[config.mk]
export PLATFORM = sky130hd
export DESIGN_NAME = period_meter
export DESIGN_NICKNAME = d
export VERILOG_FILES = /design/src/rtl/period_meter_pkg.sv /design/src/rtl/period_meter_sync_edge.sv /design/src/rtl/period_meter.sv
export SDC_FILE = /design/constraint.sdc
export NUM_CORES = 1
export LEC_CHECK = 0
export CORE_UTILIZATION = 52
export CTS_CLUSTER_SIZE = 24
export DETAILED_ROUTE_END_ITERATION = 12
export GPL_TIMING_DRIVEN = 0
export PLACE_DENSITY_LB_ADDON = 0.05
export SYNTH_ARGS = -nofsm -noshare
export SYNTH_HDL_FRONTEND = slang
export SYNTH_SLANG_ARGS = --single-unit
[constraint.sdc]
create_clock -name clk_i -period 2.96 [get_ports clk_i]
set_clock_uncertainty 0.15 [all_clocks]
set_input_delay 0.296 -clock clk_i [delete_from_list [all_inputs] [get_ports clk_i]]
set_output_delay 0.296 -clock clk_i [all_outputs]
set_load 0.05 [all_outputs]
[src/rtl/period_meter_pkg.sv]
// Shared types and constants for the period meter.
package period_meter_pkg;

   localparam int unsigned CNT_W_DEFAULT   = 18;
   localparam int unsigned TIMEOUT_DEFAULT = 262143;
   // Nominal period is 2^(BASE_LOG2 - sel) clock cycles.
   localparam int unsigned BASE_LOG2       = 16;
   // Smallest period exponent the decode recognises (sel = 7).
   localparam int unsigned MIN_LOG2        = 9;

   typedef enum logic [1:0] {
      StIdle,
      StArm,
      StMeas,
      StDone
   } state_e;

endpackage

[src/rtl/period_meter_sync_edge.sv]
// Two-flop synchronizer plus registered rising-edge pulse for an asynchronous input.
module period_meter_sync_edge (
   input  logic clk_i,
   input  logic rst_i,
   input  logic sig_i,
   output logic edge_o
);

   logic sync1_q, sync2_q, prev_q, edge_q;

   // Synchronize, delay one more stage, and register the rising-edge pulse.
   always_ff @(posedge clk_i) begin
      if (rst_i) begin
         sync1_q <= 1'b0;
         sync2_q <= 1'b0;
         prev_q  <= 1'b0;
         edge_q  <= 1'b0;
      end else begin
         sync1_q <= sig_i;
         sync2_q <= sync1_q;
         prev_q  <= sync2_q;
         edge_q  <= sync2_q & ~prev_q;
      end
   end

   assign edge_o = edge_q;

endmodule

[src/rtl/period_meter.sv]
// Measures the period of a slow divided clock in clk_i cycles and classifies it.
module period_meter
   import period_meter_pkg::*;
#(
   parameter int unsigned CNT_W   = CNT_W_DEFAULT,
   parameter int unsigned TIMEOUT = TIMEOUT_DEFAULT
) (
   input  logic             clk_i,
   input  logic             rst_i,
   input  logic             sig_i,
   input  logic             start_i,
   input  logic [2:0]       exp_sel_i,
   output logic             busy_o,
   output logic             valid_o,
   output logic [CNT_W-1:0] period_o,
   output logic [2:0]       sel_o,
   output logic             pow2_o,
   output logic             match_o,
   output logic             timeout_o
);

   state_e           state_q;
   logic [CNT_W-1:0] cnt_q;
   logic [CNT_W-1:0] cnt_inc;
   logic [31:0]      cnt_ext;
   logic [2:0]       exp_sel_q;
   logic             edge_pulse;
   logic             term_cnt;

   logic             busy_q, valid_q, pow2_q, match_q, timeout_q;
   logic [CNT_W-1:0] period_q;
   logic [2:0]       sel_q;

   logic             pow2_d, match_d;
   logic [2:0]       sel_d;

   period_meter_sync_edge u_sync_edge (
      .clk_i  (clk_i),
      .rst_i  (rst_i),
      .sig_i  (sig_i),
      .edge_o (edge_pulse)
   );

   // Saturating increment; the incremented value is the period if an edge lands this cycle.
   assign cnt_inc  = (&cnt_q) ? cnt_q : cnt_q + CNT_W'(1);
   assign cnt_ext  = 32'(cnt_inc);
   assign term_cnt = (cnt_ext == TIMEOUT);

   // Decode power-of-two periods 2^9..2^16 into sel, and compare against the expected period.
   always_comb begin
      pow2_d = 1'b0;
      sel_d  = 3'd0;
      for (int k = MIN_LOG2; k <= BASE_LOG2; k++) begin
         if (cnt_ext == (32'd1 << k)) begin
            pow2_d = 1'b1;
            sel_d  = 3'(BASE_LOG2 - k);
         end
      end
      match_d = (cnt_ext == (32'd1 << (BASE_LOG2 - 32'(exp_sel_q))));
   end

   // Measurement FSM with registered result outputs.
   always_ff @(posedge clk_i) begin
      if (rst_i) begin
         state_q   <= StIdle;
         cnt_q     <= '0;
         exp_sel_q <= 3'd0;
         busy_q    <= 1'b0;
         valid_q   <= 1'b0;
         period_q  <= '0;
         sel_q     <= 3'd0;
         pow2_q    <= 1'b0;
         match_q   <= 1'b0;
         timeout_q <= 1'b0;
      end else begin
         valid_q   <= 1'b0;
         timeout_q <= 1'b0;
         unique case (state_q)
            StIdle: begin
               if (start_i) begin
                  exp_sel_q <= exp_sel_i;
                  cnt_q     <= '0;
                  busy_q    <= 1'b1;
                  state_q   <= StArm;
               end
            end
            StArm: begin
               // An edge wins over a simultaneous terminal count.
               if (edge_pulse) begin
                  cnt_q   <= '0;
                  state_q <= StMeas;
               end else if (term_cnt) begin
                  period_q  <= '0;
                  sel_q     <= 3'd0;
                  pow2_q    <= 1'b0;
                  match_q   <= 1'b0;
                  timeout_q <= 1'b1;
                  valid_q   <= 1'b1;
                  busy_q    <= 1'b0;
                  state_q   <= StDone;
               end else begin
                  cnt_q <= cnt_inc;
               end
            end
            StMeas: begin
               if (edge_pulse) begin
                  period_q <= cnt_inc;
                  sel_q    <= sel_d;
                  pow2_q   <= pow2_d;
                  match_q  <= match_d;
                  valid_q  <= 1'b1;
                  busy_q   <= 1'b0;
                  state_q  <= StDone;
               end else if (term_cnt) begin
                  period_q  <= '0;
                  sel_q     <= 3'd0;
                  pow2_q    <= 1'b0;
                  match_q   <= 1'b0;
                  timeout_q <= 1'b1;
                  valid_q   <= 1'b1;
                  busy_q    <= 1'b0;
                  state_q   <= StDone;
               end else begin
                  cnt_q <= cnt_inc;
               end
            end
            StDone: begin
               state_q <= StIdle;
            end
            default: begin
               state_q <= StIdle;
            end
         endcase
      end
   end

   assign busy_o    = busy_q;
   assign valid_o   = valid_q;
   assign period_o  = period_q;
   assign sel_o     = sel_q;
   assign pow2_o    = pow2_q;
   assign match_o   = match_q;
   assign timeout_o = timeout_q;

endmodule
; ---- Word-level counts from Yosys, hierarchy flattened
; Cells that the tools add are included.
; W data, S select, Z words.
[totals]
reg_bits = 53
inputBits = 7
output_inout_bits = 26
wordCells = 98
[op_classes]
n_addsub = 2
n_eq_ne = 16
shift = 1
mux = 52
bitwise_logic = 3
n_reduce_logical = 10
[op_table]
columns = cell, n
row1 = $mux W18, 8
row2 = $pmux W18 S3, 1
row3 = $pmux W18 S2, 1
row4 = $mux W3, 11
row5 = $eq A18 B32 Y1, 1
row6 = $shl A1 B32 Y32 const A, 1
row7 = $mux W1, 21
row8 = $add A18 B1 Y18 const B, 1
row9 = $eq A18 B10 Y1 const B, 1
row10 = $eq A18 B11 Y1 const B, 1
row11 = $eq A18 B12 Y1 const B, 1
row12 = $eq A18 B13 Y1 const B, 1
row13 = $eq A18 B14 Y1 const B, 1
row14 = $eq A18 B15 Y1 const B, 1
row15 = $eq A18 B16 Y1 const B, 1
row16 = $eq A18 B17 Y1 const B, 1
row17 = $eq A18 B18 Y1 const B, 1
row18 = $reduce_and A18 Y1, 1
row19 = $mux W2, 4
row20 = $pmux W2 S4, 1
row21 = $ne A2 B2 Y1 const B, 3
row22 = $pmux W1 S2, 3
row23 = $pmux W3 S2, 1
row24 = $reduce_and A3 Y1, 2
row25 = other kinds (11), 15

; ---- Longest topological paths before layout
; Gate-level depths: netlist (run 1).
[logic_depth]
ltp_word = 13
mapped_depth = 11
depth_no_buf = 10

; ---- Modules after synthesis
; Synthesis (run 1) repeated with hierarchy kept, for this count alone.
[unflattened]
cells_unflattened = 423
hier_area_um2 = 3288.2
[modules_own_cells]
columns = module, n_inst, cells_per_inst, area_per_inst_um2, seq_area_each_um2
row1 = period_meter, 1, 415, 3176.8, 980.9
row2 = period_meter_sync_edge, 1, 8, 111.4, 80.1

; ---- Least setup slack after synthesis (run 1)
; OpenSTA, ideal clock, no wires.
[synth_path]
kind = reg2reg
startpoint = register cnt_q[0]
endpoint = register match_q (netlist: match_o)
arrival_ns = 2.662
slack_ns = 0.088
stages_incl_launch_ff = 11
synth_period_minus_slack_ns = 2.872
path_cell_list = dfxtp_1 ha_1 nand4_4 nor4_4 mux2i_1 nor4_1 and3_1 a41o_2 a21oi_4 buf_6 a22o_1
[synth_between]
elab_chain_len = 6
word_cells_on_any_way = 9
cone_classes = add/sub (1) / eq/ne (2) / mux (5) / reduce/logical (1)
[synth_rtl]
columns = item, line
row1 = "start, declared", period_meter.sv:23  ; logic [CNT_W-1:0] cnt_q;
row2 = "start signal, assigned", period_meter.sv:102  ; cnt_q <= cnt_inc;
row3 = "start signal, assigned", period_meter.sv:124  ; cnt_q <= cnt_inc;
row4 = $add A18 B1 Y18 / $reduce_and A18 Y1 (equally long branches), period_meter.sv:45  ; assign cnt_inc = (&cnt_q) ? cnt_q : cnt_q + CNT_W'(1);
row5 = $mux W18 *, period_meter.sv:45
row6 = $eq A18 B18 Y1, period_meter.sv:47  ; assign term_cnt = (cnt_ext == TIMEOUT);
row7 = $mux W1, -
row8 = $mux W1 (on tied branches), -
row9 = $pmux W1 S2 *, period_meter.sv:78  ; unique case (state_q)
row10 = "end signal, assigned", period_meter.sv:110  ; match_q <= match_d;
row11 = "end, declared", period_meter.sv:30  ; logic busy_q, valid_q, pow2_q, match_q, timeout_q;
; Mark *: on every way between the ends. The rest lies on a longest branch, timed or not. The select of a mux whose other input is x is not followed.
; A chain may end at the register's enable or synchronous reset.

; ---- Final worst setup path (run 1)
[layout_path]
startpoint = register cnt_q[0]
endpoint = register period_q[14] (netlist: period_o[14])
[layout_between]
elab_chain_len = 6
word_cells_on_any_way = 8
cone_classes = add/sub (1) / eq/ne (1) / mux (5) / reduce/logical (1)
[layout_rtl]
columns = item, line
row1 = $add A18 B1 Y18 / $reduce_and A18 Y1 (equally long branches), period_meter.sv:45
row2 = $mux W18 *, period_meter.sv:45
row3 = $eq A18 B18 Y1, period_meter.sv:47
row4 = $mux W18, -
row5 = $mux W18 (on tied branches), -
row6 = $pmux W18 S2 *, period_meter.sv:78
row7 = "end signal, assigned", period_meter.sv:107  ; period_q <= cnt_inc;
row8 = "end, declared", period_meter.sv:31  ; logic [CNT_W-1:0] period_q;
; Marked as above.

==> results.toml, run 1 <==
[power_and_ir_drop]
p_leak_nw = 1.53
combPwrFrac_pct = 14.7
internal-power_mw = 0.970
switchingPower_mw = 0.402
seqPwrFrac_pct = 53.6
clockPowerShare_pct = 31.7
power.total_mw = 1.37
vdd.ir_drop.worst_mv = 0.248
p_sw_share_pct = 29.3
powerDensity_nw_per_um2 = 339

[synthesis]
syn_inst = 389
ys.flop_type = "dfxtp_1"
avgSynthCellArea_sq_um = 8.54
synth_nets = 404
ys_top_cells_by_count = "dfxtp_1, nor2_1, nand2_1, a21oi_1, nand3_1"
ys_seq_area_share_pct = 31.9
ys.warnings.count = 0
synth_top_cell_by_area = "dfxtp_1"
ys_types = 72
yosysMostFrequentCell = "dfxtp_1"
ys_async_sr_fraction_pct = 0
synth_area_sq_um = 3320
synth-edff-count = 0
synth_area_leaders = "dfxtp_1, nor2_1, a21oi_1, nand2_1, ha_1"
ys_seq_elements = 53
synth_top_area_share_pct = 31.9

[detailed_routing]
dr.pass1.iters = 6
drt-total-wl_microns = 9680
via_count = 3351
post_drt_wl_per_cell_microns = 18.8
ant_nets = 0
viasPerCell = 6.49
drc = 0
drtIter0Drc = 336

[global_routing]
grt_pass1_wl_microns = 15000
antenna_found_initial = 0
grt_usage_pct = 29.6
overflow = 0
grt_pass1_vias = 2907
grt_max_degree = 19

[layout]
nets = 455
area_growth_pct = 21.8
drive_gt1_share_pct = 19.0
design_area_sq_um = 4050
diodes = 0
nFillCells = 546

[critical_path]
startpoint_type = "flip-flop"
worstPathRequired_ns = 3.02
crit_arrival_ns = 2.91
path_max_fanout = 10
crit_type = "reg -> reg"
reg2reg_slack_ns = 0.11
crit_path_end_kind = "flip-flop"

[timing]
slew_violations = 0
setup_ws_ns = 0.111
worstMarginPinSlew_ns = 0.808
period_needed_ns = 2.85
max_freq_mhz = 351
timing.final.crit_share_pct = 96.2
finalHoldViolCount = 0
slew_headroom_pct = 46.0
setup_violations = 0

[clock_network]
cts_tree = "built"
htreeDepth = 2
clk_pin_slew_ns = 0.11
clock_path_buffers = 2
cts.sink_count = 53
cts-buffers-inserted = 5
ctsHoldBuffers = 0
clock_latency_ns = 0.32
cts_root_buf = "clkbuf_8"

[die]
die_area_sq_um = 6710
design.core.area_sq_um = 6030
initial_core_util_pct = 55.1
die_w_microns = 81.9
row_count = 28
die_h_microns = 81.9
io_pins = 33

[placed_design]
gp_congestion = 0.963
pre_cts_slack_ns = -0.485
post_dp_cell_area_sq_um = 3740
io_buffers = 32
place.detailed.hpwl_microns = 6850

[outcome]
status = "complete, no violations"

[flow_run]
maxCapViolCount = 0

[worst_hold_path]
hp-class = "reg -> reg"
layer usage:
layer / track usage [%] / wire (microns) / up-vias
met5: 0 / 0 / -
met3: 3.56 / 711 / 20
li1: - / - / 1575
met2: 47.3 / 4430 / 163
met4: 9.82 / 231 / 0
met1: 40.9 / 4310 / 1593
registers in the layout (all words and copies together), names as in the netlist:
register / flops
u_sync_edge.sync2_q: 1
state_q: 2
timeout_o: 1
match_o: 1
u_sync_edge.edge_o: 1
valid_o: 1
cnt_q: 18
busy_o: 1
u_sync_edge.sync1_q: 1
exp_sel_q: 3
pow2_o: 1
sel_o: 3
u_sync_edge.prev_q: 1
period_o: 18
cell usage in the layout, fill, tap and decap left out, types with 4 or more instances in the layout:
cell type	netlist	routed
clkbuf_1	10	9
xor2_1	5	4
xnor2_1	9	8
nand4_1	10	10
buf_6	4	4
nor4_1	7	6
buf_4	4	15
a22oi_1	10	10
nand2_1	29	29
nor2_1	33	33
ha_1	8	7
o21ai_0	7	7
a22o_1	10	10
a21o_1	6	6
dfxtp_1	53	49
o2bb2ai_1	9	9
and3_1	6	6
clkbuf_8	0	5
a31oi_1	5	4
nand3_1	19	19
inv_1	7	7
a21oi_1	23	23
nor2b_1	6	6
nor3_1	14	12
buf_2	8	8
nor3_2	2	4
and4_1	4	4
clkdlybuf4s50_1	0	32
and2_1	7	7
critical path: stages (launching register included):
cell	delay (ns)
dfxtp_4	0.41
ha_4	0.19
nand4_4	0.18
buf_4	0.21
nor3_2	0.25
a21oi_1	0.12
xor2_1	0.20
nor4b_2	0.27
a41o_2	0.28
a21oi_4	0.09
buf_6	0.16
a22o_1	0.23
stage by stage:
stage	std cells	TNS (ns)	hold WS (ns)	utilization [%]
floorplan	389	0	0.217	-
global placement	496	-11.38	0.225	62.0
detailed placement	496	-11.47	0.239	62.0
CTS	509	0	0.254	64.9
global route	516	-0.0548	0.264	67.1
finish	516	0	0.252	67.1
final cells by class:
class	instances	area [sq um]	share of cell area, %
timing repair buffer	43	403	9.96
multi-input combinational	303	2200	54.4
sequential	53	1070	26.4
clock inverter	3	25.0	0.619
clock buffer	5	68.8	1.70
buffer	27	158	3.90
inverter	7	26.3	0.650
tap	75	93.8	2.32
path summary, 6_finish.rpt:
kind,startpoint,end,depth (start not counted)
worst max register to register,cnt_q[0],period_o[14],11
worst min-delay path,u_sync_edge.prev_q,u_sync_edge.edge_o,1
worst max-delay path,cnt_q[0],period_o[14],11
worst min register to register,u_sync_edge.prev_q,u_sync_edge.edge_o,1
power groups by stage:
stage | clock network [mW] | logic [mW] | registers (mW)
after global routing | 0.471 | 0.223 | 0.737
after detailed placement | 0 | 0.198 | 0.752
after floorplan | 0 | 0.135 | 0.758
final | 0.434 | 0.202 | 0.735
after CTS | 0.448 | 0.199 | 0.736
after global placement | 0 | 0.194 | 0.751
cell families (layout without fill, tap and decap cells):
| family | Yosys count | in the layout | share of synthesized area, % |
|---|---|---|---|
| muxes | 5 | 5 | 1.58 |
| and+or+nand+nor | 168 | 169 | 30.1 |
| xor gates and xnor gates | 14 | 14 | 3.69 |
| adders and majority gates | 8 | 8 | 3.01 |
| DFF | 53 | 53 | 31.9 |
| buffers and inverters | 34 | 85 | 5.50 |
| AOI/OAI and AO/OA | 107 | 107 | 24.2 |
what timing repair did:
action                     in CTS  in global routing
pin swaps                       4                  3
gates resized for setup         9                 17
setup endpoints to repair      31                 30
setup buffers                   5                  6
cloned                          0                  1
No activity file was read; power rests on OpenSTA's default activity.
==> run 2, diff against run 1 <==
--- a/config.mk
+++ b/config.mk
@@ -5,11 +5,14 @@
 export SDC_FILE = /design/constraint.sdc
 export NUM_CORES = 1
 export LEC_CHECK = 0
-export CORE_UTILIZATION = 52
+export CELL_PAD_IN_SITES_DETAIL_PLACEMENT = 0
+export CELL_PAD_IN_SITES_GLOBAL_PLACEMENT = 1
+export CORE_UTILIZATION = 38
 export CTS_CLUSTER_SIZE = 24
 export DETAILED_ROUTE_END_ITERATION = 12
 export GPL_TIMING_DRIVEN = 0
 export PLACE_DENSITY_LB_ADDON = 0.05
 export SYNTH_ARGS = -nofsm -noshare
 export SYNTH_HDL_FRONTEND = slang
+export SYNTH_HIERARCHICAL = 1
 export SYNTH_SLANG_ARGS = --single-unit
==> run 2 against run 1 <==
- worst setup slack got worse by 0.077 ns
- register-to-register slack got worse by 0.08 ns
- total power increased by 9.4%
- via count increased by 1.9%
- sequential power about the same
- largest cell class unchanged
- first-iteration DRC count decreased by 15%
- critical endpoint is now pow2_o
- hold slack improved by 0.014 ns
- maximum frequency decreased by 2.6%
- cell area increased by 3.2%
- combinational power increased by 12%
==> results.toml, run 2 <==
[timing]
rsz0062_at_grt = "true"
timing.final.crit_share_pct = 98.8
worstMarginPinSlew_ns = 0.691
finalHoldViolCount = 0
slew_violations = 0
whs_ns = 0.266
max_freq_mhz = 342
setup_violations = 0
setup_ws_ns = 0.0346
slew_headroom_pct = 53.6
period_needed_ns = 2.93

[power_and_ir_drop]
clockPowerShare_pct = 36.0
combPwrFrac_pct = 15.0
internal-power_mw = 1.06
p_sw_share_pct = 29.6
seqPwrFrac_pct = 48.9
p_leak_nw = 1.64
vdd.ir_drop.worst_mv = 0.266
switchingPower_mw = 0.444
powerDensity_nw_per_um2 = 360

[synthesis]
synth_nets = 438
synth_top_area_share_pct = 32.3
ys_types = 64
ys_seq_elements = 53
ys_seq_area_share_pct = 32.3
avgSynthCellArea_sq_um = 7.77
synth_area_sq_um = 3290
ys_top_cells_by_count = "dfxtp_1, nand2_1, nor2_1, a21oi_1, o21ai_1"
synth_area_leaders = "dfxtp_1, a21oi_1, nand2_1, nor2_1, ha_1"
ys.warnings.count = 6
ys_async_sr_fraction_pct = 0
synth-edff-count = 0
ys.flop_type = "dfxtp_1"
syn_inst = 423
synth_top_cell_by_area = "dfxtp_1"
yosysMostFrequentCell = "dfxtp_1"

[detailed_routing]
viasPerCell = 5.92
ant_nets = 0
drt-total-wl_microns = 11000
drtIter0Drc = 286
post_drt_wl_per_cell_microns = 19.1
via_count = 3415
dr.pass1.iters = 5
drc = 0

[critical_path]
r2r-end = "pow2_o"
cp-endpoint = "pow2_o"
worst_r2r_startpoint = "cnt_q[1]"
crit_arrival_ns = 2.96
crit_type = "reg -> reg"
reg2reg_slack_ns = 0.03
crit_start = "cnt_q[1]"
worstPathRequired_ns = 2.99
reg2reg_depth = 11
crit_path_end_kind = "flip-flop"
startpoint_type = "flip-flop"
path_max_fanout = 10

[die]
die_h_microns = 95.0
design.core.area_sq_um = 8300
initial_core_util_pct = 39.6
die_area_sq_um = 9030
io_pins = 33
row_count = 33
die_w_microns = 95.0

[placed_design]
place.detailed.hpwl_microns = 7860
pre_cts_slack_ns = -0.669
post_dp_cell_area_sq_um = 3740
io_buffers = 32
gp_congestion = 0.897

[global_routing]
grt_pass1_wl_microns = 17200
busiest_layer = "met2"
grt_usage_pct = 25.2
grt_max_degree = 19
antenna_found_initial = 0
grtUsageMet2_pct = 39.9
overflow = 0
grt.met1_usage_pct = 34.4
grt_pass1_vias = 3174
met3_usage_pct = 3.83

[layout]
drive_gt1_share_pct = 16.7
area_growth_pct = 27.0
multi_input_area_sq_um = 2260
nets = 486
design_area_sq_um = 4180
nFillCells = 802
final_common_cell = "dfxtp_1"
seqCellArea_sq_um = 1070
final_cell_mix = "dfxtp_1, nand2_1, nor2_1"
diodes = 0

[clock_network]
ctsHoldBuffers = 0
clk_pin_slew_ns = 0.11
htreeDepth = 2
cts-buffers-inserted = 5
cts.sink_count = 53
cts_tree = "built"
clock_latency_ns = 0.32
clock_path_buffers = 2
cts_root_buf = "clkbuf_8"

[flow_run]
maxCapViolCount = 0

[outcome]
status = "complete, no violations"

[worst_hold_path]
hp-class = "reg -> reg"
## run 2: changes by cell type in the layout (fill, tap and decap cells not counted), sizes merged, moves of 6 or more
| cell | before | now |
|---|---|---|
| a21oi | 24 | 36 |
| a22o | 13 | 0 |
| nand2 | 30 | 45 |
| o21ai | 7 | 33 |
| nor3 | 16 | 7 |
| inv | 8 | 14 |
| clkbuf | 15 | 25 |
| o2bb2ai | 9 | 0 |
| buf | 28 | 19 |
## run 2: layout make-up
type,instances,area share [%]
multi-input combinational,327,54.2
sequential,53,25.5
timing repair buffer,43,9.65
buffer,28,3.51
tap,105,3.15
clock buffer,5,1.65
clock inverter,3,1.20
inverter,13,1.17
## run 2: logic make-up after synthesis
kind of cell             Yosys count  share of synthesized area, %
AO/OA/AOI/OAI                    130                          25.7
XOR/XNOR                           9                          2.82
adder cells (fa/ha/maj)            8                          3.04
buffers and inverters             43                          5.63
flip-flops                        53                          32.3
multiplexers                      10                          3.12
AND/OR/NAND/NOR                  170                          27.4
## run 2: how the worst min path moves through the flow
stage                             startpoint                  to  slack [ns]  cells past startpoint
final                     u_sync_edge/prev_q  u_sync_edge/edge_o        0.27                      1
after CTS                 u_sync_edge/prev_q  u_sync_edge/edge_o        0.27                      1
after floorplan                        rst_i  u_sync_edge/edge_o        0.22                      1
after global routing      u_sync_edge/prev_q  u_sync_edge/edge_o        0.28                      1
after global placement    u_sync_edge/prev_q  u_sync_edge/edge_o        0.24                      1
after detailed placement  u_sync_edge/prev_q  u_sync_edge/edge_o        0.25                      1
## run 2: timing repair
action | CTS | global route
pin swaps | 4 | 7
gates resized for setup | 30 | 26
setup endpoints to repair | 46 | 40
buffers inserted | 5 | 6
## run 2: critical path, cell delays in order (launching register included)
cell and delay, ns:
dfxtp_2 0.41, ha_2 0.25, and3_1 0.16, clkbuf_4 0.20
a41oi_1 0.18, a31oi_4 0.25, and3_1 0.22, nand4_2 0.11
o31a_4 0.39, buf_2 0.21, o21ai_1 0.16, a31oi_1 0.10
## run 2: power by group through the flow
stage / Sequential [mW] / Combinational, mW / Clock [mW]
after floorplan: 0.757 / 0.138 / 0
after global placement: 0.750 / 0.214 / 0
after detailed placement: 0.750 / 0.217 / 0
after CTS: 0.734 / 0.224 / 0.556
after global routing: 0.736 / 0.249 / 0.574
final: 0.734 / 0.226 / 0.541
## run 2: per-layer routing
| metal | vias up | share of wire, % |
|---|---|---|
| met5 | - | 0 |
| li1 | 1653 | - |
| met1 | 1611 | 46 |
| met4 | 0 | 3.4 |
| met3 | 31 | 5.8 |
| met2 | 120 | 45 |
## run 2: metrics by stage
step	cells	setup TNS (ns)	power, mW	util (%)
2_1_floorplan	423	0	0.896	-
3_3_place_gp	560	-25.28	0.963	45.1
3_5_place_dp	560	-24.72	0.967	45.1
4_1_cts	572	0	1.51	48.5
5_1_grt	577	-0.682	1.56	50.3
6_report	577	0	1.50	50.3
==> run 3, diff against run 2 <==
--- a/config.mk
+++ b/config.mk
@@ -5,7 +5,7 @@
 export SDC_FILE = /design/constraint.sdc
 export NUM_CORES = 1
 export LEC_CHECK = 0
-export CELL_PAD_IN_SITES_DETAIL_PLACEMENT = 0
+export CELL_PAD_IN_SITES_DETAIL_PLACEMENT = 1
 export CELL_PAD_IN_SITES_GLOBAL_PLACEMENT = 1
 export CORE_UTILIZATION = 38
 export CTS_CLUSTER_SIZE = 24
==> run 3 against run 2 <==
- the flow now finishes with violations (setup timing)
- via count increased by 4.7%
- critical endpoint is now period_o[12]
- highest routed layer unchanged
- combinational power grew 4%
- total power fell by 3.9%
- cell area decreased by 0.48%
- worst setup slack worse by 0.062 ns
- register-to-register slack got worse by 0.06 ns
- largest cell class unchanged
==> results.toml, run 3 (synthesized netlist as in run 2, its figures left out) <==
[outcome]
status = "finished, violations left"
violations = "setup timing"

[critical_path]
startpoint_type = "flip-flop"
crit_arrival_ns = 3.03
path_max_fanout = 9
worstPathRequired_ns = 3.00
crit_type = "reg -> reg"
crit_path_end_kind = "flip-flop"

[power_and_ir_drop]
power.total_mw = 1.44
powerDensity_nw_per_um2 = 347
p_leak_nw = 1.64
vdd.ir_drop.worst_mv = 0.177

[global_routing]
grt_usage_pct = 27.9
grt_pass1_wl_microns = 19000
antenna_found_initial = 0
grt_pass1_vias = 3591
grt_max_degree = 20
overflow = 0

[placed_design]
post_dp_cell_area_sq_um = 3740
pre_cts_slack_ns = -0.748
io_buffers = 32
gp_congestion = 0.897
place.detailed.hpwl_microns = 8670

[die]
initial_core_util_pct = 39.6
io_pins = 33
design.core.area_sq_um = 8300
die_w_microns = 95.0
die_h_microns = 95.0
die_area_sq_um = 9030
row_count = 33

[clock_network]
clock_path_buffers = 2
cts-buffers-inserted = 5
clock_latency_ns = 0.32
cts_tree = "built"
htreeDepth = 2
cts_root_buf = "clkbuf_8"
cts.sink_count = 53
clk_pin_slew_ns = 0.12

[timing]
whs_ns = 0.293
max_freq_mhz = 335
worstMarginPinSlew_ns = 0.684
setup_ws_ns = -0.0272
finalHoldViolCount = 0
slew_headroom_pct = 54.0
rsz0062_at_grt = "true"
timing.final.crit_share_pct = 101
slew_violations = 0
period_needed_ns = 2.99
setup_violations = 2

[layout]
final_common_cell = "dfxtp_1"
design_area_sq_um = 4160
drive_gt1_share_pct = 16.7
area_growth_pct = 26.4
diodes = 0
final_cell_mix = "dfxtp_1, nand2_1, nor2_1"
nets = 487
finish.utilization_pct = 50.1
nFillCells = 996

[detailed_routing]
drc = 0
via_count = 3576
drt-total-wl_microns = 12100
ant_nets = 0
post_drt_wl_per_cell_microns = 20.9
dr.pass1.iters = 4
drtIter0Drc = 184
viasPerCell = 6.19

[worst_hold_path]
hp-class = "reg -> reg"

[flow_run]
maxCapViolCount = 0
-- run 3: final cells by class --
type	count	area (sq um)	area share (%)
multi-input cells	327	2230	53.7
flip-flops and latches	53	1070	25.8
repair buffers	44	410	9.88
plain buffers	28	163	3.91
well taps	105	131	3.16
clock buffers	5	68.8	1.66
inverters	13	48.8	1.17
clock inverters	3	28.8	0.693
-- run 3: where the power goes --
group	total [mW]	internal [mW]	switching, mW
Combinational	0.235	0.0737	0.161
Sequential	0.733	0.724	0.00957
Clock	0.475	0.178	0.296
-- run 3: path summary, 6_finish.rpt --
| path | cells after the start | slack, ns | from | endpoint |
|---|---|---|---|---|
| min | 1 | 0.29 | u_sync_edge/prev_q | u_sync_edge/edge_o |
| min reg2reg | 1 | 0.29 | u_sync_edge/prev_q | u_sync_edge/edge_o |
| max | 11 | -0.03 | cnt_q[4] | period_o[12] |
| max reg2reg | 11 | -0.03 | cnt_q[4] | period_o[12] |
-- run 3: per-stage QoR --
step                setup TNS [ns]  std cells
finish                     -0.0474        578
global route                 -1.71        578
CTS                              0        574
detailed placement          -27.16        560
global placement            -25.28        560
floorplan                        0        423
-- run 3: critical path, stage by stage (launching register included) --
cell and delay [ns]:
dfxtp_1 0.32, buf_4 0.16, nand4_1 0.15, buf_4 0.18
nor4_4 0.29, mux2i_2 0.32, nor3b_4 0.25, nand4_1 0.15
o31a_4 0.41, buf_4 0.15, o21ai_0 0.22, a21oi_1 0.11
-- run 3: per-layer routing --
metal / GRT usage [%] / vias to the layer above / share of wire (%)
met1: 35.7 / 1770 / 44
met5: 0 / - / 0
met3: 4.86 / 22 / 5.5
li1: - / 1660 / -
met4: 11.4 / 0 / 2.2
met2: 46.5 / 124 / 48
-- run 3: what timing repair did --
item,4_1_cts,5_1_grt
setup buffers,7,5
pin swaps,5,4
hold buffers,0,0
endpoints found under the hold margin,0,0
setup endpoints to repair,46,41
cloned,0,0
gates resized for setup,39,24
